==> src/rtl/event_timestamper.sv <==
// ---------------------------------------------------------------------------
// event_timestamper
//
// Purpose:
//   Watches a synchronous event level and, on every rising edge, captures the
//   current value of the free-running timebase counter into a small FIFO.
//   Timestamps are presented first-word-fall-through on a valid/ready stream.
//   A sticky flag records that at least one event was lost because the FIFO
//   was full.
//
// Parameters:
//   CW       width of the timebase count and of each stored timestamp
//   LGDEPTH  log2 of FIFO depth (depth = 2**LGDEPTH), legal range 1..6
//
// Ports:
//   i_clk       system clock, shared with the timebase counter
//   i_rst_n     asynchronous active-low reset
//   i_count     current timebase value
//   i_event     event level, already synchronous to i_clk
//   i_clr       synchronous flush: empties the FIFO and clears o_overflow
//   o_data      timestamp at the FIFO head (0 while empty)
//   o_valid     o_data holds a stored timestamp
//   i_ready     consumer accepts o_data this cycle
//   o_fill      number of stored timestamps, 0..2**LGDEPTH
//   o_overflow  sticky: at least one event was dropped
// ---------------------------------------------------------------------------
module event_timestamper #(
    parameter int CW      = 16,
    parameter int LGDEPTH = 2
) (
    input  logic               i_clk,
    input  logic               i_rst_n,
    input  logic [CW-1:0]      i_count,
    input  logic               i_event,
    input  logic               i_clr,
    output logic [CW-1:0]      o_data,
    output logic               o_valid,
    input  logic               i_ready,
    output logic [LGDEPTH:0]   o_fill,
    output logic               o_overflow
);

    localparam int                 DEPTH     = 1 << LGDEPTH;
    localparam logic [LGDEPTH:0]   FILL_FULL = (LGDEPTH+1)'(DEPTH);
    localparam logic [LGDEPTH:0]   FILL_ONE  = (LGDEPTH+1)'(1);
    localparam logic [LGDEPTH-1:0] PTR_ONE   = LGDEPTH'(1);

    logic [CW-1:0]      mem [DEPTH];
    logic [LGDEPTH-1:0] rd_ptr;
    logic [LGDEPTH-1:0] wr_ptr;
    logic [LGDEPTH:0]   fill;
    logic               overflow;
    logic               ev_q;

    logic push;
    logic pop;
    logic full;
    logic do_write;

    // Rising-edge detect. ev_q resets low, so a level that is already high
    // right after reset release counts as one edge.
    assign push = i_event & ~ev_q;

    // o_valid is a pure function of the registered fill count, so it (and
    // hence pop's effect on outputs) never depends combinationally on i_ready.
    assign o_valid  = (fill != '0);
    assign pop      = o_valid & i_ready;
    assign full     = (fill == FILL_FULL);

    // When full, a simultaneous pop frees the head slot, which is exactly
    // where wr_ptr points, so the new timestamp can be written there.
    assign do_write = push & (~full | pop) & ~i_clr;

    assign o_data     = o_valid ? mem[rd_ptr] : '0;
    assign o_fill     = fill;
    assign o_overflow = overflow;

    // Storage array has no reset; entries outside the fill window are
    // never observed, so stale contents are harmless.
    always_ff @(posedge i_clk) begin
        if (do_write) begin
            mem[wr_ptr] <= i_count;
        end
    end

    // Pointer, fill and flag state. Fill is tracked explicitly rather than
    // derived from the pointers so that full and empty are unambiguous.
    always_ff @(posedge i_clk or negedge i_rst_n) begin
        if (!i_rst_n) begin
            rd_ptr   <= '0;
            wr_ptr   <= '0;
            fill     <= '0;
            overflow <= 1'b0;
            ev_q     <= 1'b0;
        end else begin
            // Edge detector keeps tracking through a clear so a level held
            // high across i_clr does not produce a second push.
            ev_q <= i_event;

            if (i_clr) begin
                rd_ptr   <= '0;
                wr_ptr   <= '0;
                fill     <= '0;
                overflow <= 1'b0;
            end else begin
                if (do_write) begin
                    wr_ptr <= wr_ptr + PTR_ONE;
                end
                if (pop) begin
                    rd_ptr <= rd_ptr + PTR_ONE;
                end

                if (push && !pop && !full) begin
                    fill <= fill + FILL_ONE;
                end else if (pop && !push) begin
                    fill <= fill - FILL_ONE;
                end

                if (push && full && !pop) begin
                    overflow <= 1'b1;
                end
            end
        end
    end

endmodule

==> config.mk <==
export PLATFORM = sky130hd
export DESIGN_NAME = event_timestamper
export DESIGN_NICKNAME = d
export VERILOG_FILES = /design/src/rtl/event_timestamper.sv
export SDC_FILE = /design/constraint.sdc
export NUM_CORES = 1
export LEC_CHECK = 0
export ABC_CLOCK_PERIOD_IN_PS = 2270
export CORE_MARGIN = 2
export CORE_UTILIZATION = 50
export CTS_BUF_LIST = sky130_fd_sc_hd__clkbuf_4 sky130_fd_sc_hd__clkbuf_8
export DETAILED_ROUTE_END_ITERATION = 8
export PLACE_DENSITY = 0.71
export SYNTH_ARGS = -nofsm -noshare
export SYNTH_HDL_FRONTEND = slang
export SYNTH_SLANG_ARGS = --single-unit
==> constraint.sdc <==
create_clock -name i_clk -period 2.27 [get_ports i_clk]
set_input_delay 0.454 -clock i_clk [delete_from_list [all_inputs] [get_ports i_clk]]
set_output_delay 0.454 -clock i_clk [all_outputs]
set_load 0.03 [all_outputs]
==> metrics, run 1 <==
status=complete, no violations; Slew HR=69.0%; Synth Cell Area=3040 um2; Starting Density=51.7%; Vias/cell=5.37; pre-CTS WS=-0.0805 ns; Max Cap Violations=0; wire per inst=17.7 um; Port Buffers=41; placed cell areas=3700 um2; diodes inserted=0; Post-Synthesis Cells=162; GR Overflow Total=0; CTS tree=built; CP startpoint=rd_ptr[0]$_DFFE_PN0P_; setup slack on the worst flop-to-flop path=0.22 ns; Yosys reg bits=73; peak supply drop=0.697 mV; max-slew violations=0; Final ANT Viol Nets=0; arrival time of the worst setup path=1.80 ns; most common cell after layout, fill and taps aside=edfxtp_1; Max stage delay cell, worst path=mux4_1; CTS Sinks=73; Area Growth Syn to Fin=26.9%; Sum Neg Setup Slack=0 ns; endpoint type of the worst setup path=primary output; final WL=5430 um; sequential share of the synthesized area=70.6%; Netlist cell types=31; # H-tree levels=3; vias post-DR=1643; Final Cell Area=3860 um2; fmax=444 MHz; Core ar.=5890 um2; syn nets=188; clock slew at reported path FFs=0.07 ns; Die W=82.0 um; most frequent cells in the layout=64 x edfxtp_1, 24 x clkdlybuf4s50_1, 22 x buf_4, 19 x and2_1; fin nets=252; Cell Pwr Density=1080 nW/um2; first-pass GRT wire length=8370 um; crit-path max cell delay=0.54 ns; final setup fails=0; DRT iter0 DRCs=116; WS Path Type=reg2out; Die H=82.0 um; GP Congestion=0.751; I/O Pins=42; HP Class=in2async; crit start category=flop; vias in the first global route=1733; worst path cell trace=buf_12, mux4_1, and2_1, buf_4; Clock Latency Late Sink=0.34 ns; fin worst setup slack=0.0194 ns; clock buffer depth=2; CP bufs+invs=2; detailed placement HPWL=3560 um; leakage=0.00139 uW; ratio of cells with drive above 1 in the final layout=27.3%; largest net degree at the start of global routing=20; antenna violations before repair=0; Post-CTS Hold Fix Bufs=0; min Tclk post-route=2.25 ns; clock skew=0.00634 ns; total track usage=18.0%; DR pass1 iterations=5; Num CTS Buffers=9; Worst Path Required=1.82 ns; warnings from Yosys=0; Worst Max-Slew Pin Slew=0.464 ns; Critical Path Fanout Max=6; Syn Area/Cell=18.8 um2; unrepaired setup endpoints after global routing=yes; Top delay family on crit path=multiplexers; final hold violation count=0; Row Count=28; Critical R2R Launch=o_fill[0]$_DFFE_PN0P_; number of remaining DRC errors=0; root buffer cell=clkbuf_8; Final Cycle Share=99.1%; Die Area=6730 um2
[worst paths after layout]
check	cells after the start	to
setup / recovery	4	o_data[5]
setup reg to reg	7	o_fill[2]$_DFFE_PN0P_
max in group asynchronous	1	rd_ptr[0]$_DFFE_PN0P_
hold / removal	1	o_overflow$_DFFE_PN0P_
min in group i_clk	2	o_overflow$_DFFE_PN0P_
hold reg to reg	2	o_overflow$_DFFE_PN0P_
[cells by family after synthesis]
group | count (synthesis) | synth area share [%]
flops | 73 | 70.6
compound gates | 8 | 1.97
xor+xnor | 4 | 1.15
mux | 19 | 13.9
fa+ha+maj | 5 | 2.30
buf+inv | 11 | 2.30
simple gates | 42 | 7.81
[cell usage after synthesis (all sizes together)]
master,instances,area (um2)
a211oi,1,7.51
mux2,2,22.5
ha,4,50.1
xnor2,2,17.5
nor4,1,6.26
nor2,11,41.3
nand3,3,15.0
a221oi,1,15.0
nor2b,2,20.0
nand2,1,3.75
and2,20,125
a21o,1,7.51
xor2,2,17.5
nand2b,1,6.26
mux4,16,390
dfrtp,9,225
a21oi,2,10.0
clkbuf,1,3.75
mux2i,1,10.0
or3,2,12.5
a31oi,2,12.5
buf,6,51.3
o21a,1,7.51
and2b,1,7.51
inv,4,15.0
edfxtp,64,1920
fa,1,20.0
[final cells by class]
cell class | count | area [um2]
well taps | 75 | 93.8
clock inverters | 5 | 46.3
repair buffers | 60 | 596
flip-flops and latches | 73 | 2150
clock buffers | 11 | 139
inverters | 4 | 15.0
multi-input cells | 78 | 823
fillers | 420 | 2020
[repair_timing]
item | 4_1_cts | 5_1_grt
buffers inserted | 1 | 0
endpoints found under the setup margin | 17 | 13
cloned | 0 | 1
hold endpoints to repair | 0 | 0
resized for setup | 88 | 19
[per-layer routing]
| layer | routed length [um] | up-vias | global-route usage (%) |
|---|---|---|---|
| met5 | 0 | - | 0 |
| met4 | 108 | 0 | 9.00 |
| met2 | 2940 | 49 | 32.1 |
| met3 | 245 | 10 | 4.84 |
| li1 | - | 755 | - |
| met1 | 2130 | 829 | 19.7 |
[stage by stage]
step	total power, uW	hold slack [ns]	utilization, %	std cells
2_1_floorplan	2640	0.158	-	162
3_3_place_gp	3250	0.494	62.9	289
3_5_place_dp	3300	0.497	62.9	289
4_1_cts	4130	0.438	65.0	306
5_1_grt	4370	0.457	65.6	306
6_report	4180	0.428	65.6	306
[flip-flops by register name, indices dropped and copies added (netlist names)]
name and cells:
mem 64, rd_ptr 2, o_overflow 1, o_fill 3, ev_q 1, wr_ptr 2
[where the power goes]
group / switching, uW / internal (uW)
combinational: 894 / 767
sequential: 43.6 / 1520
clock: 433 / 519
total: 1370 / 2810
Power figures use the tool's default switching activity.
==> run 2, diff against run 1 <==
--- a/config.mk
+++ b/config.mk
@@ -9,8 +9,10 @@
 export CORE_MARGIN = 2
 export CORE_UTILIZATION = 50
 export CTS_BUF_LIST = sky130_fd_sc_hd__clkbuf_4 sky130_fd_sc_hd__clkbuf_8
+export CTS_CLUSTER_SIZE = 12
 export DETAILED_ROUTE_END_ITERATION = 8
 export PLACE_DENSITY = 0.71
 export SYNTH_ARGS = -nofsm -noshare
 export SYNTH_HDL_FRONTEND = slang
 export SYNTH_SLANG_ARGS = --single-unit
+export TNS_END_PERCENT = 30
==> run 2 against run 1 <==
Compared with the run above:
- the run now ends with setup timing left
- die area stayed put
- cell area is 0.23% higher
- maximum frequency is 2.3% lower
- wire length hardly changed
- combinational power hardly changed
- flip-flop and latch count stayed put
- critical path type unchanged
- critical endpoint is now o_data[12]
- largest power group unchanged
- highest routed layer unchanged
==> metrics, run 2 (synthesis gave the netlist of run 1 again) <==
first-pass GRT wire length=8360 um (about the same); CP startpoint=rd_ptr[0]$_DFFE_PN0P_; R2R depth=7 (unchanged); ratio of cells with drive above 1 in the final layout=26.0% (-1.3 points); GR Overflow Total=0 (unchanged); DR pass1 iterations=5 (unchanged); fin nets=252 (unchanged); Worst Path Required=1.82 ns (about the same); vias in the first global route=1727 (-0.35%); final setup fails=7 (+7); max-slew violations=0 (unchanged); vias post-DR=1652 (+0.55%); final WL=5430 um (about the same); most frequent cells in the layout=64 x edfxtp_1, 24 x clkdlybuf4s50_1, 19 x and2_1, 16 x buf_4, 10 x nor2_1; largest register by flop count=mem; Die H=82.0 um (unchanged); reg2reg end=o_fill[2]$_DFFE_PN0P_; Port Buffers=41 (unchanged); leakage=0.00139 uW (-0.31%); Max stage delay cell, worst path=mux4_2; worst path cell trace=buf_6, mux4_2, and2_1, clkdlybuf4s15_2; # H-tree levels=3 (unchanged); Die W=82.0 um (unchanged); fmax=434 MHz (-2.3%); Vias/cell=5.40 (+0.55%); Row Count=28 (unchanged); WS Path Type=reg2out; CTS Sinks=73 (unchanged); Starting Density=51.7% (unchanged); fin worst setup slack=-0.0345 ns (-0.0539 ns); setup slack on the worst flop-to-flop path=0.22 ns (about the same); Largest register FFs=64 (unchanged); crit-path max cell delay=0.49 ns (-0.05 ns); Max Cap Violations=0 (unchanged); status=finished with violations; antenna violations before repair=0 (unchanged); wire per inst=17.7 um (about the same); Area Growth Syn to Fin=27.2%; root buffer cell=clkbuf_8; Die Area=6730 um2 (unchanged); Final ANT Viol Nets=0 (unchanged); number of instances in the placed design=289 (unchanged); I/O Pins=42 (unchanged); Final Cycle Share=102% (+2.4 points); Slew HR=68.7% (-0.28 points); clock skew=0.00561 ns (-0.000730 ns); most common cell after layout, fill and taps aside=edfxtp_1; clock slew at reported path FFs=0.07 ns (about the same); CTS tree=built; clock buffer depth=2 (unchanged); failing checks=setup timing; final hold violation count=0 (unchanged); min Tclk post-route=2.30 ns (+0.0539 ns); detailed placement HPWL=3560 um (unchanged); Num CTS Buffers=9 (unchanged); arrival time of the worst setup path=1.85 ns (+0.05 ns); Cell Pwr Density=1070 nW/um2 (-1.2%); fin cells=306 (unchanged); crit start category=flop; Critical Path Fanout Max=7 (+1); endpoint type of the worst setup path=primary output; GP Congestion=0.751 (unchanged); HP Class=in2async; total track usage=18.0% (-0.028 points); largest net degree at the start of global routing=20 (unchanged); peak supply drop=0.707 mV (+1.5%); Worst Max-Slew Pin Slew=0.468 ns (+0.00414 ns); DRT iter0 DRCs=81 (-30%); Clock Latency Late Sink=0.34 ns (about the same); Min Hold Slack=0.429 ns (+0.000912 ns); diodes inserted=0 (unchanged); number of remaining DRC errors=0 (unchanged); Critical R2R Launch=o_fill[0]$_DFFE_PN0P_; unrepaired setup endpoints after global routing=yes; Core ar.=5890 um2 (unchanged)
-- run 2: cell types whose count changed in the layout (fill, tap and decap cells not counted), sizes merged --
cell / previous run / this run
clkdlybuf4s15: 0 / 6
buf: 34 / 29
clkbuf: 12 / 11
-- run 2: through the flow --
step	cell area [um2]	power [uW]	TNS [ns]	setup WS [ns]	utilization, %
floorplan	3040	2640	0	0.203	-
global placement	3700	3250	-0.132	-0.0388	62.9
detailed placement	3700	3300	-0.577	-0.0805	62.9
CTS	3890	4190	-0.704	-0.104	66.1
global route	3870	4330	-0.840	-0.0922	65.8
finish	3870	4140	-0.156	-0.0345	65.8
-- run 2: what timing repair did --
item | CTS | global route
endpoints found under the setup margin | 17 | 17
gates resized for setup | 65 | 11
hold buffers | 0 | 0
hold endpoints to repair | 0 | 0
setup buffers | 0 | 1
-- run 2: layout make-up --
type / instances / area (um2)
Fill cell: 414 / 2020
Multi-Input combinational cell: 78 / 831
Tap cell: 75 / 93.8
Inverter: 4 / 15.0
Clock buffer: 11 / 139
Clock inverter: 5 / 46.3
Timing Repair Buffer: 60 / 598
Sequential cell: 73 / 2150
-- run 2: critical path, delay by kind of cell, from the launching register on --
kind	cells	cell delay [ns]
muxes	1	0.49
buffers and inverters	2	0.45
DFF	1	0.41
and+or+nand+nor	1	0.16
-- run 2: how the worst max path moves through the flow --
stage                            endpoint  slack, ns  cells after the start
floorplan           o_fill[2]$_DFFE_PN0P_       0.20                      6
global placement                o_data[6]      -0.04                      4
detailed placement  o_fill[2]$_DFFE_PN0P_      -0.08                      7
CTS                             o_data[3]      -0.10                      4
global route                   o_data[12]      -0.09                      4
finish                         o_data[12]      -0.03                      4
-- run 2: layer usage --
| metal | track usage (%) | wire [um] | up-vias |
|---|---|---|---|
| li1 | - | - | 757 |
| met1 | 19.7 | 2130 | 844 |
| met3 | 4.84 | 232 | 10 |
| met2 | 32.0 | 2970 | 41 |
| met4 | 9.00 | 92 | 0 |
| met5 | 0 | 0 | - |
-- run 2: report_power, final --
part / switching (uW) / internal [uW]
combinational: 895 / 739
clock: 431 / 519
sequential: 35.4 / 1520
total: 1360 / 2780
